--- config.mk ---
export PLATFORM = sky130hd
export DESIGN_NAME = seq_decoder
export DESIGN_NICKNAME = d
export VERILOG_FILES = /design/src/rtl/seq_decoder.sv
export SDC_FILE = /design/constraint.sdc
export NUM_CORES = 1
export LEC_CHECK = 0
export ABC_AREA = 1
export BUFFER_PORTS_ARGS = -buffer_cell sky130_fd_sc_hd__buf_2
export CAP_MARGIN = 10
export CORE_UTILIZATION = 35
export DETAILED_ROUTE_END_ITERATION = 10
export SLEW_MARGIN = 15
export SYNTH_ARGS = -nofsm -noshare
export SYNTH_HDL_FRONTEND = slang
export SYNTH_SLANG_ARGS = --single-unit
--- constraint.sdc ---
create_clock -name clk -period 1.8 [get_ports clk]
set_clock_uncertainty 0.2 [all_clocks]
set_input_delay 0.09 -clock clk [delete_from_list [all_inputs] [get_ports clk]]
set_output_delay 0.09 -clock clk [all_outputs]
set_load 0.01 [all_outputs]
--- src/rtl/seq_decoder.sv ---
// seq_decoder: registered one-hot decoder that holds each accepted code for HOLD cycles.
// Define DEC_SCAN_EN to add the scan input, which walks a single bit across y.
module seq_decoder #(
  parameter int unsigned IN_W = 2,
  parameter int unsigned HOLD = 4
) (
  input  logic                clk,
  input  logic                rst_n,
  input  logic [IN_W-1:0]     in,
  input  logic                valid,
`ifdef DEC_SCAN_EN
  input  logic                scan,
`endif
  output logic                ready,
  output logic [2**IN_W-1:0]  y,
  output logic                busy,
  output logic                done
);

  localparam int unsigned N     = 2**IN_W;
  localparam int unsigned CNT_W = 8;
  localparam logic [CNT_W-1:0] CNT_LOAD = CNT_W'(HOLD - 1);

  typedef enum logic [1:0] {
    ST_IDLE,
    ST_HOLD
`ifdef DEC_SCAN_EN
    , ST_SCAN
`endif
  } state_t;

  state_t           r_state;
  state_t           w_state_nxt;
  logic [CNT_W-1:0] r_cnt;
  logic [CNT_W-1:0] w_cnt_nxt;
  logic [N-1:0]     r_y;
  logic [N-1:0]     w_y_nxt;
  logic             r_done;
  logic             w_done_nxt;
  logic             w_scan;
  logic [N-1:0]     w_dec;

`ifdef DEC_SCAN_EN
  assign w_scan = scan;
`else
  assign w_scan = 1'b0;
`endif

  assign w_dec = N'(1) << in;
  assign ready = (r_state == ST_IDLE) && !w_scan;
  assign busy  = (r_state != ST_IDLE);
  assign y     = r_y;
  assign done  = r_done;

  // State, counter and output registers; reset overrides everything.
  always_ff @(posedge clk) begin
    if (!rst_n) begin
      r_state <= ST_IDLE;
      r_cnt   <= '0;
      r_y     <= '0;
      r_done  <= 1'b0;
    end else begin
      r_state <= w_state_nxt;
      r_cnt   <= w_cnt_nxt;
      r_y     <= w_y_nxt;
      r_done  <= w_done_nxt;
    end
  end

  // Next-state and next-output logic.
  always_comb begin
    w_state_nxt = r_state;
    w_cnt_nxt   = r_cnt;
    w_y_nxt     = r_y;
    w_done_nxt  = 1'b0;
    case (r_state)
      ST_IDLE: begin
        w_y_nxt = '0;
`ifdef DEC_SCAN_EN
        if (w_scan) begin
          w_state_nxt = ST_SCAN;
          w_y_nxt     = N'(1);
          w_cnt_nxt   = CNT_LOAD;
        end else
`endif
        if (valid && ready) begin
          w_state_nxt = ST_HOLD;
          w_y_nxt     = w_dec;
          w_cnt_nxt   = CNT_LOAD;
        end
      end
      ST_HOLD: begin
        if (r_cnt == '0) begin
          w_state_nxt = ST_IDLE;
          w_y_nxt     = '0;
          w_done_nxt  = 1'b1;
        end else begin
          w_cnt_nxt = r_cnt - CNT_W'(1);
        end
      end
`ifdef DEC_SCAN_EN
      // Walk ends once the top bit has served its full hold.
      ST_SCAN: begin
        if (r_cnt != '0) begin
          w_cnt_nxt = r_cnt - CNT_W'(1);
        end else if (r_y[N-1]) begin
          w_state_nxt = ST_IDLE;
          w_y_nxt     = '0;
          w_done_nxt  = 1'b1;
        end else begin
          w_y_nxt   = r_y << 1;
          w_cnt_nxt = CNT_LOAD;
        end
      end
`endif
      default: begin
        w_state_nxt = ST_IDLE;
        w_y_nxt     = '0;
        w_cnt_nxt   = '0;
      end
    endcase
  end

endmodule

==> flow_metrics.tcl <==
set metrics [dict create \
    outcome "finished clean" \
    diodes 0 \
    leakage_nw 0.3671 \
    avgViaCountPerCell 4.706 \
    post_cts_buffers 0 \
    rr_worst_depth 7 \
    die_x_um 45.98 \
    cts_made_buffers 3 \
    drc_errors 0 \
    synth-seq-area-share_pct 41.40 \
    syn_area_um2 676.9 \
    fp.dieH_um 45.98 \
    syn_area_per_cell_um2 7.278 \
    dp.cells 129 \
    crit_fanout 7 \
    fin_crit_ns 1.584 \
    grt_pass1_vias 552 \
    worstSkewPairLatency_ns 0.27 \
    hold_slack_ns 0.2629 \
    port_buffers 11 \
    drtIter0Drc 10 \
    cp-start-kind "register" \
    area_growth_pct 22.00 \
    rsz0062_at_grt "false" \
    min_path_type "register to register" \
    yosys_warnings 0 \
    wl_per_cell_um 9.728 \
    grt_pass1_wl_um 2208 \
    num_rows 15 \
    die_area_um2 2114 \
    drive_gt1_share_pct 19.82 \
    maxCapViolations 0 \
    netlist_instances 93 \
    antenna_found_initial 0 \
    r2r_setup_slack_ns 0.22 \
    endpoint "r_cnt[4]" \
    slew_viol_final 0 \
    fmax_mhz 631.5 \
    overflow 0 \
    grt_max_degree 11 \
    first_pass_iters 4 \
    crit_type "register to register" \
    grtUsageTotal_pct 15.18 \
    ios 12 \
    place_hpwl_um 944.9 \
    crit_required_ns 1.78 \
    path_clk_slew_ns 0.08 \
    ys_types 19 \
    finalCritPeriodShare_pct 87.97 \
    synth_seq_cells 14 \
    power_w 0.0007549 \
    place_area_um2 763.2 \
    worstMarginPinSlew_ns 0.2924 \
    layout_commonest_cell "nand2_1" \
    fp.coreArea_um2 1764 \
    routabilityCongestion 0.8649 \
    timing.rr.start "r_cnt[0]" \
    powerDensity_nw_per_um2 914.2 \
    setup_tns_ns 0 \
    route.antenna.remaining_nets 0 \
    setup_violations 0 \
    clock_sinks 14 \
    max-clock-path-buffers 2 \
    dr_total_vias 640 \
    instances_no_fill 136 \
    cts_tree "built" \
    end_kind "register" \
    drt_wl_total_um 1323 \
    num-nets-final 119 \
    relSlewSlack_pct 80.43 \
    peakVddDrop_mv 0.5275 \
    cts_root_buf "clkbuf_4" \
    critPathLaunch "r_cnt[0]" \
    cts_max_level 1 \
    start_util_pct 38.37 \
    final_cell_mix "16 x nand2_1, 14 x dfxtp_1, 12 x inv_1, 12 x nor2_1, 12 x nand3_1" \
    hold_viol_final 0 \
    nFillCells 190 \
    final_area_um2 825.8 \
    syn_nets 99 \
    r2r_end "r_cnt[4]" \
    critPathArrivalTime_ns 1.56 \
]
registers in the layout, summed over array words and instances, names as in the netlist:
signal   cells
r_cnt        8
y            4
done         1
r_state      1
cell usage after synthesis:
library cell	count	area [µm²]
a21oi_1	10	50.05
clkinv_1	1	3.750
dfxtp_1	14	280.3
ha_1	1	12.51
inv_1	12	45.04
nand2_1	16	60.06
nand2_2	1	6.260
nand2_4	2	22.52
nand3_1	12	60.06
nand4_1	1	6.260
nor2_1	12	45.04
nor2_2	1	6.260
nor2_4	2	22.52
nor3_1	2	10.01
nor4_1	1	6.260
o21ai_0	2	10.01
o21ai_4	1	16.27
o21bai_1	1	7.510
or2_2	1	6.260
kinds of logic after synthesis:
group	Yosys count	share of synthesized area (%)
fa+ha+maj	1	1.848
simple gates	51	37.16
buf+inv	13	7.208
compound gates	14	12.39
flops	14	41.40
worst max-delay path, stage by stage, from the launching register on:
cell	delay [ns]
dfxtp_1	0.30
inv_1	0.10
ha_1	0.20
nand2_1	0.13
o21ai_4	0.27
nand2_4	0.10
a21oi_1	0.13
nor2_1	0.06
metal layers:
layer / vias up / wire [µm] / GRT usage, %
met1: 285 / 594 / 18.10
li1: 339 / - / -
met2: 14 / 653 / 23.66
met3: 2 / 60 / 3.571
met5: - / 0 / 0
met4: 0 / 14 / 10.59
how the worst min path moves through the flow:
| stage | from | endpoint | slack (ns) | cells after the start |
|---|---|---|---|---|
| floorplan | rst_n | r_cnt[0] | 0.03 | 2 |
| global placement | rst_n | r_cnt[0] | 0.15 | 3 |
| detailed placement | rst_n | r_cnt[0] | 0.16 | 3 |
| CTS | y[0] | y[0] | 0.27 | 2 |
| global route | y[2] | y[2] | 0.28 | 2 |
| finish | y[3] | y[3] | 0.26 | 2 |
repair_timing:
item,CTS,global route
hold endpoints to repair,9,0
hold buffers,4,0
gates resized for setup,0,0
metrics by stage:
| stage | worst slack (ns) | util, % |
|---|---|---|
| 6_report | 0.2165 | 46.81 |
| 3_3_place_gp | 0.2193 | 43.26 |
| 5_1_grt | 0.05829 | 46.81 |
| 4_1_cts | 0.2143 | 46.81 |
| 2_1_floorplan | 0.3463 | - |
| 3_5_place_dp | 0.2210 | 43.26 |
report_power, final:
group,total (W),switching (W),internal [W]
logic,0.000228,0.000144,0.0000837
registers,0.000357,0.0000214,0.000336
clock network,0.000170,0.0000922,0.0000775
total,0.000755,0.000258,0.000497
final cells by class:
class / count / area (µm²) / area share [%]
multi-input cells: 66 / 347.8 / 42.12
flip-flops and latches: 14 / 280.3 / 33.94
repair buffers: 15 / 95.09 / 11.52
inverters: 13 / 48.80 / 5.909
well taps: 25 / 31.28 / 3.788
clock buffers: 3 / 22.52 / 2.727
Power figures use the tool's default switching activity.
